--- config.mk ---
export PLATFORM = sky130hd
export DESIGN_NAME = uart_tx_cfg_flat
export DESIGN_NICKNAME = d
export VERILOG_FILES = /design/src/rtl/uart_pkg.sv /design/src/rtl/uart_tx_cfg_if.sv /design/src/rtl/uart_baud_gen.sv /design/src/rtl/uart_tx_cfg.sv /design/src/flat_wrapper.sv
export SDC_FILE = /design/constraint.sdc
export NUM_CORES = 1
export LEC_CHECK = 0
export CORE_AREA = 2 2 74 76
export CTS_BUF_LIST = sky130_fd_sc_hd__clkbuf_4 sky130_fd_sc_hd__clkbuf_8
export CTS_CLUSTER_DIAMETER = 120
export DETAILED_ROUTE_END_ITERATION = 6
export DIE_AREA = 0 0 76 78
export PLACE_DENSITY = 0.39
export SYNTH_ARGS = -nofsm -noshare
export SYNTH_HDL_FRONTEND = slang
export SYNTH_SLANG_ARGS = --single-unit
--- constraint.sdc ---
create_clock -name clk -period 2.35 [get_ports clk]
set_input_delay 0.47 -clock clk [delete_from_list [all_inputs] [get_ports clk]]
set_output_delay 0.47 -clock clk [all_outputs]
set_load 0.02 [all_outputs]
--- src/rtl/uart_pkg.sv ---
// Shared UART definitions: parity modes, FSM state encoding and a parameter
// legality check used by both the transmitter and the receiver.
package uart_pkg;

  localparam int unsigned PARITY_NONE = 0;
  localparam int unsigned PARITY_ODD  = 1;
  localparam int unsigned PARITY_EVEN = 2;

  typedef enum logic [2:0] {
    ST_IDLE,
    ST_START,
    ST_DATA,
    ST_PARITY,
    ST_STOP
  } uart_state_e;

  function automatic bit uart_cfg_check(input int unsigned cpb,
                                        input int unsigned db,
                                        input int unsigned par,
                                        input int unsigned sb);
    return (cpb >= 2) && (db >= 5) && (db <= 9) && (par <= PARITY_EVEN) &&
           ((sb == 1) || (sb == 2));
  endfunction

endpackage

--- src/rtl/uart_tx_cfg_if.sv ---
// Word handshake between a byte source and the UART transmitter.
interface uart_tx_cfg_if #(
  parameter int unsigned DATA_BITS = 8
) ();

  logic                 tx_valid;
  logic                 tx_ready;
  logic [DATA_BITS-1:0] tx_data;

  modport master (output tx_valid, output tx_data, input tx_ready);
  modport slave  (input tx_valid, input tx_data, output tx_ready);

endinterface

--- src/rtl/uart_baud_gen.sv ---
// Bit-period timer: bit_tick marks the last clock of each serial bit.
// Held at zero while restart is high so the first bit is a full period.
module uart_baud_gen #(
  parameter int unsigned CLKS_PER_BIT = 16
) (
  input  logic clk,
  input  logic reset,
  input  logic restart,
  output logic bit_tick
);

  localparam int unsigned CW = $clog2(CLKS_PER_BIT);
  localparam logic [CW-1:0] LAST = CW'(CLKS_PER_BIT - 1);

  logic [CW-1:0] r_cnt;

  always_ff @(posedge clk or posedge reset) begin
    if (reset) begin
      r_cnt <= '0;
    end else if (restart || (r_cnt == LAST)) begin
      r_cnt <= '0;
    end else begin
      r_cnt <= r_cnt + CW'(1);
    end
  end

  assign bit_tick = (r_cnt == LAST) && !restart;

endmodule

--- src/rtl/uart_tx_cfg.sv ---
// Configurable UART transmitter: start bit, LSB-first payload, optional
// parity and 1/2 stop bits; one word per valid/ready handshake.
module uart_tx_cfg
  import uart_pkg::*;
#(
  parameter int unsigned CLKS_PER_BIT = 16,
  parameter int unsigned DATA_BITS    = 8,
  parameter int unsigned PARITY       = PARITY_NONE,
  parameter int unsigned STOP_BITS    = 1
) (
  input  logic         clk,
  input  logic         reset,
  uart_tx_cfg_if.slave bus,
  output logic         tx,
  output logic         tx_busy,
  output logic         tx_done
);

  if (!uart_cfg_check(CLKS_PER_BIT, DATA_BITS, PARITY, STOP_BITS)) begin : g_bad_cfg
    $error("uart_tx_cfg: illegal parameter combination");
  end

  localparam int unsigned    BCW       = $clog2(DATA_BITS + 1);
  localparam logic [BCW-1:0] LAST_BIT  = BCW'(DATA_BITS - 1);
  localparam logic           LAST_STOP = (STOP_BITS == 2);

  uart_state_e          r_state, w_state_nxt;
  logic [DATA_BITS-1:0] r_shift, w_shift_nxt;
  logic [BCW-1:0]       r_bit_cnt;
  logic                 r_stop_cnt;
  logic                 r_par;
  logic                 r_tx, r_tx_ready, r_tx_busy, r_tx_done;
  logic                 w_tick, w_accept, w_tx_nxt, w_done_nxt, w_par_calc;

  uart_baud_gen #(.CLKS_PER_BIT(CLKS_PER_BIT)) u_baud (
    .clk      (clk),
    .reset    (reset),
    .restart  (r_state == ST_IDLE),
    .bit_tick (w_tick)
  );

  assign w_accept   = bus.tx_valid && r_tx_ready;
  assign w_par_calc = (PARITY == PARITY_ODD) ? ~^bus.tx_data : ^bus.tx_data;

  always_ff @(posedge clk or posedge reset) begin
    if (reset) r_state <= ST_IDLE;
    else       r_state <= w_state_nxt;
  end

  always_comb begin
    w_state_nxt = r_state;
    case (r_state)
      ST_IDLE:   if (w_accept) w_state_nxt = ST_START;
      ST_START:  if (w_tick) w_state_nxt = ST_DATA;
      ST_DATA:   if (w_tick && (r_bit_cnt == LAST_BIT))
                   w_state_nxt = (PARITY != PARITY_NONE) ? ST_PARITY : ST_STOP;
      ST_PARITY: if (w_tick) w_state_nxt = ST_STOP;
      ST_STOP:   if (w_tick && (r_stop_cnt == LAST_STOP)) w_state_nxt = ST_IDLE;
      default:   w_state_nxt = ST_IDLE;
    endcase
  end

  // Outputs are computed from the next state so the registered pins change
  // on the same edge as the state, with no path from tx_valid to the pins.
  always_comb begin
    w_shift_nxt = r_shift;
    if (w_accept)                          w_shift_nxt = bus.tx_data;
    else if ((r_state == ST_DATA) && w_tick) w_shift_nxt = r_shift >> 1;

    case (w_state_nxt)
      ST_START:  w_tx_nxt = 1'b0;
      ST_DATA:   w_tx_nxt = w_shift_nxt[0];
      ST_PARITY: w_tx_nxt = r_par;
      default:   w_tx_nxt = 1'b1;
    endcase

    w_done_nxt = (r_state == ST_STOP) && (w_state_nxt == ST_IDLE);
  end

  always_ff @(posedge clk or posedge reset) begin
    if (reset) begin
      r_shift    <= '0;
      r_par      <= 1'b0;
      r_bit_cnt  <= '0;
      r_stop_cnt <= 1'b0;
      r_tx       <= 1'b1;
      r_tx_ready <= 1'b1;
      r_tx_busy  <= 1'b0;
      r_tx_done  <= 1'b0;
    end else begin
      r_shift <= w_shift_nxt;
      if (w_accept) begin
        r_par      <= w_par_calc;
        r_bit_cnt  <= '0;
        r_stop_cnt <= 1'b0;
      end else if (w_tick) begin
        if (r_state == ST_DATA)
          r_bit_cnt <= (r_bit_cnt == LAST_BIT) ? '0 : r_bit_cnt + BCW'(1);
        if (r_state == ST_STOP)
          r_stop_cnt <= (r_stop_cnt == LAST_STOP) ? 1'b0 : 1'b1;
      end
      r_tx       <= w_tx_nxt;
      r_tx_ready <= (w_state_nxt == ST_IDLE);
      r_tx_busy  <= (w_state_nxt != ST_IDLE);
      r_tx_done  <= w_done_nxt;
    end
  end

  assign bus.tx_ready = r_tx_ready;
  assign tx           = r_tx;
  assign tx_busy      = r_tx_busy;
  assign tx_done      = r_tx_done;

endmodule

--- src/flat_wrapper.sv ---
// flat-port wrapper written by rule: the top's interface ports become plain ports
module uart_tx_cfg_flat import uart_pkg::*;
#(
  parameter int unsigned CLKS_PER_BIT = 16,
  parameter int unsigned DATA_BITS    = 8,
  parameter int unsigned PARITY       = PARITY_NONE,
  parameter int unsigned STOP_BITS    = 1
)
  (clk, reset, tx, tx_busy, tx_done, bus_tx_valid, bus_tx_data, bus_tx_ready);
  uart_tx_cfg_if #(.DATA_BITS(DATA_BITS)) bus_i ();
  input  logic clk;
  input  logic reset;
  output logic tx;
  output logic tx_busy;
  output logic tx_done;
  input wire logic [$bits(bus_i.tx_valid)-1:0] bus_tx_valid;
  input wire logic [$bits(bus_i.tx_data)-1:0] bus_tx_data;
  output wire logic [$bits(bus_i.tx_ready)-1:0] bus_tx_ready;
  assign bus_i.tx_valid = bus_tx_valid;
  assign bus_i.tx_data = bus_tx_data;
  assign bus_tx_ready = bus_i.tx_ready;
  uart_tx_cfg #(.CLKS_PER_BIT(CLKS_PER_BIT), .DATA_BITS(DATA_BITS), .PARITY(PARITY), .STOP_BITS(STOP_BITS)) u_core (.clk(clk), .reset(reset), .bus(bus_i), .tx(tx), .tx_busy(tx_busy), .tx_done(tx_done));
endmodule
==> impl_results.md <==
* Status: completed
* Sw power at approximately 0.00045 W
* Worst Path Max Fanout at 3
* Period minus WS final at 1.894 ns
* Sw frac at 0.3274
* Synth unique cells at 31
* Final nets at between 100 and 150
* Largest cells by area after synthesis: dfrtp_1, mux2i_1, xnor2_1
* Max transition margin at 0.7855
* Syn Nets at ~130
* Top-area cell type share of the netlist area at 0.4772
* CP Cell Sequence: clkdlybuf4s50_1
* Row count at 26
* Clock power share at 0.202
* TritonCTS clock tree: done
* Share of layout cells above drive strength 1 at 0.09302
* Routed vias at approximately 800
* Ports at 15
* RSZ-0062 raised after global routing: no
* # Post-CTS Setup Buffers at 0
* Starting Density at 0.2288
* Area leader, netlist: dfrtp_1
* Worst hold-check path type: reg -> reg
* DIE AREA at slightly below 6000 µm²
* Root Buffer: clkbuf_8
* Final setup fails at 0
* DP Wirelength at between 1.5 and 2 mm
* Vias in the first global route at roughly 860
* DR WL/cell at about 12 µm
* Total CTS buffers at 3
* CP max stage cell: clkdlybuf4s50_1
* Final Skew at between 0.003 and 0.004 ns
* Initial DRC count at 56
* Part of the cycle the worst path needs at 0.8061
* Crit path arrival time at 1.42 ns
* DRT antenna net count at 0
* Max Clock Freq at approximately 530 MHz
* Yosys warns at 0
* Clk buf depth at 2
* IO Port Bufs at 14
* Hold Fails Final Rpt at 0
* Gate Count Post-Synth at 113
* CP top delay family: buffers and inverters
* CP Buf/Inv Count at 1
* Commonest cells post-synth: dfrtp_1, nand2_1, nor2_1, o21ai_0, xnor2_1
* Clk slew on worst S/H paths at about 0.08 ns
* Width of the die at between 70 and 80 µm
* Total power at roughly 0.0014 W
* CTS Hold Bufs at 0
* Drt drc at 0
* # fillers at around 530
* Mapped Area at approximately 1200 µm²
* Largest net degree at the start of global routing at 25
* Final WL at approximately 2.3 mm
* CP required at 1.88 ns
* Core area at 5042 µm²
* Count leader, synth: dfrtp_1
* Mean Syn Cell Area at a little over 10 µm²
* Num Clock Sinks at 24
* LEAKAGE at around 0.65 nW
* #FFs+latches synth at 24
* Final sum of negative setup slack at 0 ns
* Antenna cell count at 0
* Max-slew violation count at 0
* Comb pwr share at 0.313
* Global Route Usage Sum at 0.08659
* Critical path type: reg -> out
* Die height at 78 µm
* Area of the multi-input gates at between 500 and 600 µm²
* Worst hold stages at 1
* Worst Tran Pin Value at approximately 0.32 ns
* Synth async-reset ratio at 1.000
* Clock Latency Late Sink at 0.26 ns
* Vias/cell at 4.141
* Post_cts resized at 0
* Initial antenna violation count at 0
* Max-Cap Viols at 0
* CP endpoint kind: primary output
* Sequential cell area at around 600 µm²
* Global placement routability congestion at 0.7213
* Worst reg2reg setup slack at ~0.52 ns
* Power Dens Cells at slightly below 1000 nW/µm²
* Internal Power at between 0.0009 and 0.001 W
* Maximum VDD drop at 0.0002342 V
* Post-synthesis sequential area ratio at 0.5228
* Number of flops mapped to enable cells by yosys at 0
* Stages on worst setup path at 1
* DR pass1 iterations at 4
* Area delta synth->final at 24.30%
* First-pass GRT wire length at 4.077 mm
* Reg2reg path depth at 5
* Grt ovf at 0
* CP startpoint kind: flip-flop
* Primary FF master, synth: dfrtp_1
* Slowest stage delay, CP at roughly 0.6 ns
* Register share of total power at 0.485
* H-Tree Depth at 1
==> flip-flops by register name, summed over array words and instances, names as in the netlist <==
register             cells
u_core.r_par             1
u_core.r_bit_cnt         4
u_core.tx_busy           1
u_core.u_baud.r_cnt      4
u_core.r_shift           8
u_core.r_state           3
u_core.bus.tx_ready      1
u_core.tx_done           1
u_core.tx                1
==> cells by family after synthesis <==
logic type	share of synthesized area
buffers and inverters	0.03471
flip-flops	0.5228
AND/OR/NAND/NOR	0.1801
adder cells (fa/ha/maj)	0.02169
multiplexers	0.06074
AO/OA/AOI/OAI	0.1041
XOR/XNOR	0.07593
==> layout make-up <==
| cell class | instances | share of cell area |
|---|---|---|
| flip-flops and latches | 24 | 0.4206 |
| repair buffers | 17 | 0.1134 |
| well taps | 70 | 0.06108 |
| multi-input cells | 80 | 0.3560 |
| clock buffers | 4 | 0.03839 |
| inverters | 4 | 0.01047 |
==> path summary, 6_finish.rpt <==
path,startpoint,endpoint
hold / removal,u_core.u_baud.r_cnt[0],u_core.u_baud.r_cnt[0]
setup reg to reg,u_core.u_baud.r_cnt[0],u_core.r_bit_cnt[3]
max in group asynchronous,reset,u_core.bus.tx_ready
hold reg to reg,u_core.u_baud.r_cnt[0],u_core.u_baud.r_cnt[0]
min in group asynchronous,reset,u_core.u_baud.r_cnt[1]
setup / recovery,u_core.bus.tx_ready,bus_tx_ready
==> routing by layer <==
metal / share of wire / global-route usage / vias to the layer above
met5: 0 / 0 / -
met4: 0.0034 / 0.01636 / 0
met3: 0.037 / 0.02791 / 2
met2: 0.47 / 0.1384 / 15
met1: 0.49 / 0.1160 / 392
li1: - / - / 415
==> metrics by stage <==
step                      hold slack [ns]  setup WS (ns)  area, µm²  instances    util
after CTS                          0.4680         0.4345       1434        199  0.2844
final                              0.4581         0.4556       1434        199  0.2844
after detailed placement           0.4553         0.4410       1379        195  0.2734
after global routing               0.4884         0.3727       1434        199  0.2844
after floorplan                    0.4291         0.6362       1154        113       -
after global placement             0.4490         0.4645       1379        195  0.2734
==> cells in the final DEF (no fill, tap or decap), types with 2 or more instances in the layout <==
cell,instances
clkbuf_8,4
xor2_1,2
a31oi_1,2
o21ai_0,9
a21o_1,2
clkdlybuf4s50_1,14
buf_4,3
nand3_1,6
nand2_1,13
and3b_1,2
nor2_1,10
a21oi_1,2
xnor2_1,8
dfstp_2,2
mux2i_1,7
ha_1,2
nor3_1,2
dfrtp_1,22
inv_1,4
or2_2,2
==> power groups by stage <==
stage          clock network (W)  logic [W]  registers [W]
2_1_floorplan                  0   0.000307       0.000665
3_3_place_gp                   0   0.000435       0.000680
4_1_cts                 0.000300   0.000441       0.000674
5_1_grt                 0.000314   0.000493       0.000697
3_5_place_dp                   0   0.000440       0.000682
6_report                0.000279   0.000432       0.000670
Power figures use the tool's default switching activity.
